==> src/rtl/wall_clock_gen_if.sv <==
// Signal bundle for wall_clock_gen: set/mode controls in, time-of-day state and tick enables out.
interface wall_clock_gen_if;
    logic       fast_mode;
    logic       set_en;
    logic [4:0] set_hour;
    logic [5:0] set_min;
    logic       sec_tick;
    logic       min_tick;
    logic       hour_tick;
    logic       day_tick;
    logic       sec_half;
    logic [5:0] seconds;
    logic [5:0] minutes;
    logic [4:0] hours;
    logic       set_err;

    modport master (
        output fast_mode, set_en, set_hour, set_min,
        input  sec_tick, min_tick, hour_tick, day_tick, sec_half,
               seconds, minutes, hours, set_err
    );

    modport slave (
        input  fast_mode, set_en, set_hour, set_min,
        output sec_tick, min_tick, hour_tick, day_tick, sec_half,
               seconds, minutes, hours, set_err
    );
endinterface

==> src/rtl/wall_clock_gen.sv <==
// Time-of-day generator: divides clk256 into second/minute/hour/day tick enables
// and keeps 24 h binary counters with a synchronous set and a fast-advance mode.
module wall_clock_gen #(
    parameter int unsigned CLK_HZ = 256
) (
    input  logic            clk256,
    input  logic            reset,
    wall_clock_gen_if.slave bus
);
    localparam int unsigned PW = $clog2(CLK_HZ);
    localparam logic [PW-1:0] PRE_MAX = PW'(CLK_HZ - 1);
    localparam logic [PW-1:0] PRE_HALF = PW'(CLK_HZ / 2);

    logic [PW-1:0] presc;
    logic [5:0]    sec_q, min_q;
    logic [4:0]    hr_q;
    logic          sec_tick_q, min_tick_q, hour_tick_q, day_tick_q, set_err_q;

    logic          advance, set_ok;
    logic [5:0]    sec_n, min_n;
    logic [4:0]    hr_n;
    logic          s_t, m_t, h_t, d_t;

    assign advance = (presc == PRE_MAX);
    assign set_ok  = bus.set_en && (bus.set_hour <= 5'd23) && (bus.set_min <= 6'd59);

    // Carry chain: fast mode forces a minute carry on every advance.
    always_comb begin
        sec_n = sec_q;
        min_n = min_q;
        hr_n  = hr_q;
        s_t   = 1'b0;
        m_t   = 1'b0;
        h_t   = 1'b0;
        d_t   = 1'b0;
        if (advance) begin
            s_t = 1'b1;
            if (bus.fast_mode || sec_q == 6'd59) begin
                sec_n = '0;
                m_t   = 1'b1;
            end else begin
                sec_n = sec_q + 6'd1;
            end
            if (m_t) begin
                if (min_q == 6'd59) begin
                    min_n = '0;
                    h_t   = 1'b1;
                end else begin
                    min_n = min_q + 6'd1;
                end
            end
            if (h_t) begin
                if (hr_q == 5'd23) begin
                    hr_n = '0;
                    d_t  = 1'b1;
                end else begin
                    hr_n = hr_q + 5'd1;
                end
            end
        end
    end

    always_ff @(posedge clk256 or posedge reset) begin
        if (reset) begin
            presc       <= '0;
            sec_q       <= '0;
            min_q       <= '0;
            hr_q        <= '0;
            sec_tick_q  <= 1'b0;
            min_tick_q  <= 1'b0;
            hour_tick_q <= 1'b0;
            day_tick_q  <= 1'b0;
            set_err_q   <= 1'b0;
        end else if (set_ok) begin
            // A valid load overrides any advance on the same edge.
            presc       <= '0;
            sec_q       <= '0;
            min_q       <= bus.set_min;
            hr_q        <= bus.set_hour;
            sec_tick_q  <= 1'b0;
            min_tick_q  <= 1'b0;
            hour_tick_q <= 1'b0;
            day_tick_q  <= 1'b0;
            set_err_q   <= 1'b0;
        end else begin
            presc       <= advance ? '0 : presc + PW'(1);
            sec_q       <= sec_n;
            min_q       <= min_n;
            hr_q        <= hr_n;
            sec_tick_q  <= s_t;
            min_tick_q  <= m_t;
            hour_tick_q <= h_t;
            day_tick_q  <= d_t;
            set_err_q   <= bus.set_en;
        end
    end

    assign bus.sec_half  = (presc < PRE_HALF);
    assign bus.sec_tick  = sec_tick_q;
    assign bus.min_tick  = min_tick_q;
    assign bus.hour_tick = hour_tick_q;
    assign bus.day_tick  = day_tick_q;
    assign bus.set_err   = set_err_q;
    assign bus.seconds   = sec_q;
    assign bus.minutes   = min_q;
    assign bus.hours     = hr_q;
endmodule
==> src/flat_wrapper.sv <==
// flat-port wrapper written by rule: the top's interface ports become plain ports
module wall_clock_gen_flat 
#(
    parameter int unsigned CLK_HZ = 256
)
  (clk256, reset, bus_fast_mode, bus_set_en, bus_set_hour, bus_set_min, bus_sec_tick, bus_min_tick, bus_hour_tick, bus_day_tick, bus_sec_half, bus_seconds, bus_minutes, bus_hours, bus_set_err);
  wall_clock_gen_if bus_i ();
  input  logic clk256;
  input  logic reset;
  input wire logic [$bits(bus_i.fast_mode)-1:0] bus_fast_mode;
  input wire logic [$bits(bus_i.set_en)-1:0] bus_set_en;
  input wire logic [$bits(bus_i.set_hour)-1:0] bus_set_hour;
  input wire logic [$bits(bus_i.set_min)-1:0] bus_set_min;
  output wire logic [$bits(bus_i.sec_tick)-1:0] bus_sec_tick;
  output wire logic [$bits(bus_i.min_tick)-1:0] bus_min_tick;
  output wire logic [$bits(bus_i.hour_tick)-1:0] bus_hour_tick;
  output wire logic [$bits(bus_i.day_tick)-1:0] bus_day_tick;
  output wire logic [$bits(bus_i.sec_half)-1:0] bus_sec_half;
  output wire logic [$bits(bus_i.seconds)-1:0] bus_seconds;
  output wire logic [$bits(bus_i.minutes)-1:0] bus_minutes;
  output wire logic [$bits(bus_i.hours)-1:0] bus_hours;
  output wire logic [$bits(bus_i.set_err)-1:0] bus_set_err;
  assign bus_i.fast_mode = bus_fast_mode;
  assign bus_i.set_en = bus_set_en;
  assign bus_i.set_hour = bus_set_hour;
  assign bus_i.set_min = bus_set_min;
  assign bus_sec_tick = bus_i.sec_tick;
  assign bus_min_tick = bus_i.min_tick;
  assign bus_hour_tick = bus_i.hour_tick;
  assign bus_day_tick = bus_i.day_tick;
  assign bus_sec_half = bus_i.sec_half;
  assign bus_seconds = bus_i.seconds;
  assign bus_minutes = bus_i.minutes;
  assign bus_hours = bus_i.hours;
  assign bus_set_err = bus_i.set_err;
  wall_clock_gen #(.CLK_HZ(CLK_HZ)) u_core (.clk256(clk256), .reset(reset), .bus(bus_i));
endmodule
==> config.mk <==
export PLATFORM = sky130hd
export DESIGN_NAME = wall_clock_gen_flat
export DESIGN_NICKNAME = d
export VERILOG_FILES = /design/src/rtl/wall_clock_gen_if.sv /design/src/rtl/wall_clock_gen.sv /design/src/flat_wrapper.sv
export SDC_FILE = /design/constraint.sdc
export NUM_CORES = 1
export LEC_CHECK = 0
export ABC_AREA = 1
export BUFFER_PORTS_ARGS = -buffer_cell sky130_fd_sc_hd__buf_4
export CAP_MARGIN = 20
export CELL_PAD_IN_SITES_DETAIL_PLACEMENT = 0
export CELL_PAD_IN_SITES_GLOBAL_PLACEMENT = 1
export CORE_ASPECT_RATIO = 1.1
export CORE_UTILIZATION = 42
export CTS_CLUSTER_SIZE = 20
export DETAILED_ROUTE_END_ITERATION = 8
export GPL_ROUTABILITY_DRIVEN = 0
export PLACE_DENSITY_LB_ADDON = 0.3
export SKIP_LAST_GASP = 1
export SLEW_MARGIN = 10
export SYNTH_ARGS = -nofsm -noshare
export SYNTH_HDL_FRONTEND = slang
export SYNTH_SLANG_ARGS = --single-unit
==> constraint.sdc <==
create_clock -name clk256 -period 2 [get_ports clk256]
set_input_delay 0.6 -clock clk256 [delete_from_list [all_inputs] [get_ports clk256]]
set_output_delay 0.6 -clock clk256 [all_outputs]
set_load 0.01 [all_outputs]
==> results.toml <==
[die]
core_um2 = 3990
rows = 24
fp.dieW_um = 64.0
die_y_um = 70.2
initial_core_util_pct = 44.4
die-area_um2 = 4490
io_pins = 38

[flow_run]
cap_violations = 0

[yosys]
synth_ff_type = "dfrtp_1"
avgSynthCellArea_um2 = 7.61
synth_area_leader_cell = "dfrtp_1"
synthArstFlopShare_pct = 100
synth_top_area_share_pct = 42.3
synth_seq_cells = 30
yosysUniqueCellTypes = 29
synth_nets = 252
synthCells = 233
yosys-top-cells-area = "dfrtp_1, nand2_1, nand3_1, inv_1, nor2_1"
synth-edff-count = 0
ys_warn_count = 0
netlist_area_um2 = 1770
synth_seq_area_share_pct = 42.3

[sta]
period_minus_slack_ns = 1.57
fmax_ghz = 0.637
final.period_utilization_pct = 78.5
rsz0062_at_grt = "false"
setup_violations = 0
hold_viol = 0
drv_slew = 0
slew_headroom_pct = 74.1
fin_setup_tns_ns = 0
tightestPinTransition_ns = 0.389
finalClockSkew_ns = 0.00271

[placed_design]
placed_area_um2 = 2090
portBuffers = 37
dp_hpwl_mm = 2.72

[layout]
layout-drive-gt1-share_pct = 24.0
design_area_um2 = 2180
area_delta_synth_final_pct = 22.7
n_antenna_cell = 0
multiInputGateArea_um2 = 873
layout_commonest_cell = "nand2_1"
mostFrequentLayoutCells = "nand2_1, buf_4, dfrtp_1, inv_1, nand3_1"
layout.nets = 293
n_fill_cell = 396
seqCellArea_um2 = 751

[clock_network]
numCtsBuffers = 5
clockBufferDepth = 2
clkTransAtPathRegs_ns = 0.06
tritoncts = "done"
clk-insertion-delay-late_ns = 0.28
cts_num_sinks = 30
htreeDepth = 2
hold_buffers = 0
cts_setup_buffers = 0
clock-root-buffer = "clkbuf_8"
cts_resized = 0

[worst_setup_path]
endpoint_kind = "output pin"
crit_path_cell_trace = "buf_4"
cp_top_family = "flip-flops"
worst_ep_required_time_ns = 1.40
critical_path_arrival_ns = 0.97
slowest_stage = "dfrtp_1"
crit_path_start_kind = "flip-flop"
critical_path_class = "reg -> out"
crit_buf_inv = 1
cp_max_fo = 9
cpPeakStageDelay_ns = 0.51

[worst_hold_path]
min_path_type = "in -> async"

[routing]
wl_met2_mm = 1.67
ant_nets = 0
wl_met3_um = 124
m1WireLength_mm = 1.90
detail_route.iter0.violations = 69
via_per_inst = 4.67
first_pass_iters = 4
highest-signal-layer = "met4"
wl_mm = 3.73
vias = 1528
wire_per_inst_um = 11.4
drc = 0

[pwr]
ir_drop_uv = 490
powerDensity_nw_per_um2 = 877
power.total_w = 0.00191
p_leak_nw = 1.17

[global_routing]
grt_max_degree = 31
antenna_found_initial = 0
grt_pass1_vias = 1415
grt_pass1_wl_mm = 6.47
globalRouteOverflowTotal = 0
track_usage_pct = 18.7

[status]
status = "finished, final reports clean"
area by class of cell:
type                            instances  share of cell area [%]
Multi-Input combinational cell        170                    40.1
Tap cell                               52                    2.99
Inverter                               29                    5.11
Timing Repair Buffer                   38                    13.1
Sequential cell                        30                    34.5
Clock buffer                            7                    3.97
Clock inverter                          1                   0.230
cell families (layout without fill, tap and decap cells):
family                     Yosys count  in the layout  synth area share [%]
AOI/OAI and AO/OA                   14             14                  4.44
xor gates and xnor gates             4              4                  1.97
adders and majority gates            4              4                  2.82
buffers and inverters               33             75                  8.46
DFF                                 30             30                  42.3
and+or+nand+nor                    148            148                  40.0
flip-flops by register name, summed over array words and instances (netlist names):
name	count
u_core.presc	8
u_core.bus.minutes	6
u_core.bus.seconds	6
u_core.bus.hours	5
u_core.bus.day_tick	1
u_core.bus.hour_tick	1
u_core.bus.min_tick	1
u_core.bus.sec_tick	1
u_core.bus.set_err	1
final timing paths:
path                       cells past startpoint  slack (ns)                     to             startpoint
max                                            1        0.43         bus_minutes[3]  u_core.bus.minutes[3]
min                                            3        0.41    u_core.bus.min_tick                  reset
max reg2reg                                    6        0.45    u_core.bus.hours[4]  u_core.bus.minutes[0]
min reg2reg                                    1        0.48        u_core.presc[0]        u_core.presc[0]
max in group asynchronous                      3        1.31  u_core.bus.seconds[2]                  reset
min in group clk256                            1        0.48        u_core.presc[0]        u_core.presc[0]
where the power goes:
group	switching, W	internal, W
logic	0.000305	0.000268
registers	0.000137	0.000703
clock network	0.000218	0.000277
total	0.000660	0.00125
per-layer routing:
| metal | vias to the layer above | GRT usage (%) |
|---|---|---|
| met5 | - | 0 |
| met4 | 0 | 5.30 |
| met3 | 4 | 4.41 |
| met2 | 30 | 28.6 |
| met1 | 676 | 26.2 |
| li1 | 818 | - |
tightest hold or removal path: cells and delay by family:
family / cells / cell delay, ns
buf+inv: 3 / 0.50
cells in the mapped netlist (2+ instances only):
cell type,count
dfrtp_1,30
nor2_2,2
xor2_1,4
nand2_4,4
nand3_1,26
nor3_1,3
nor2_1,16
ha_1,4
nand2_2,6
nand2_1,80
o21ai_0,7
o21bai_1,2
nand4_1,3
a21oi_1,4
inv_1,27
nand3_2,2
metrics by stage:
stage               std cells  hold slack (ns)  setup WS [ns]  util, %
finish                    327            0.406          0.430     54.5
global route              327            0.450          0.323     54.5
CTS                       327            0.414          0.410     54.5
detailed placement        319            0.468          0.290     52.2
global placement          319            0.458          0.301     52.2
floorplan                 233            0.433          0.583        -
Note: power is estimated with default switching activity, not from simulation.
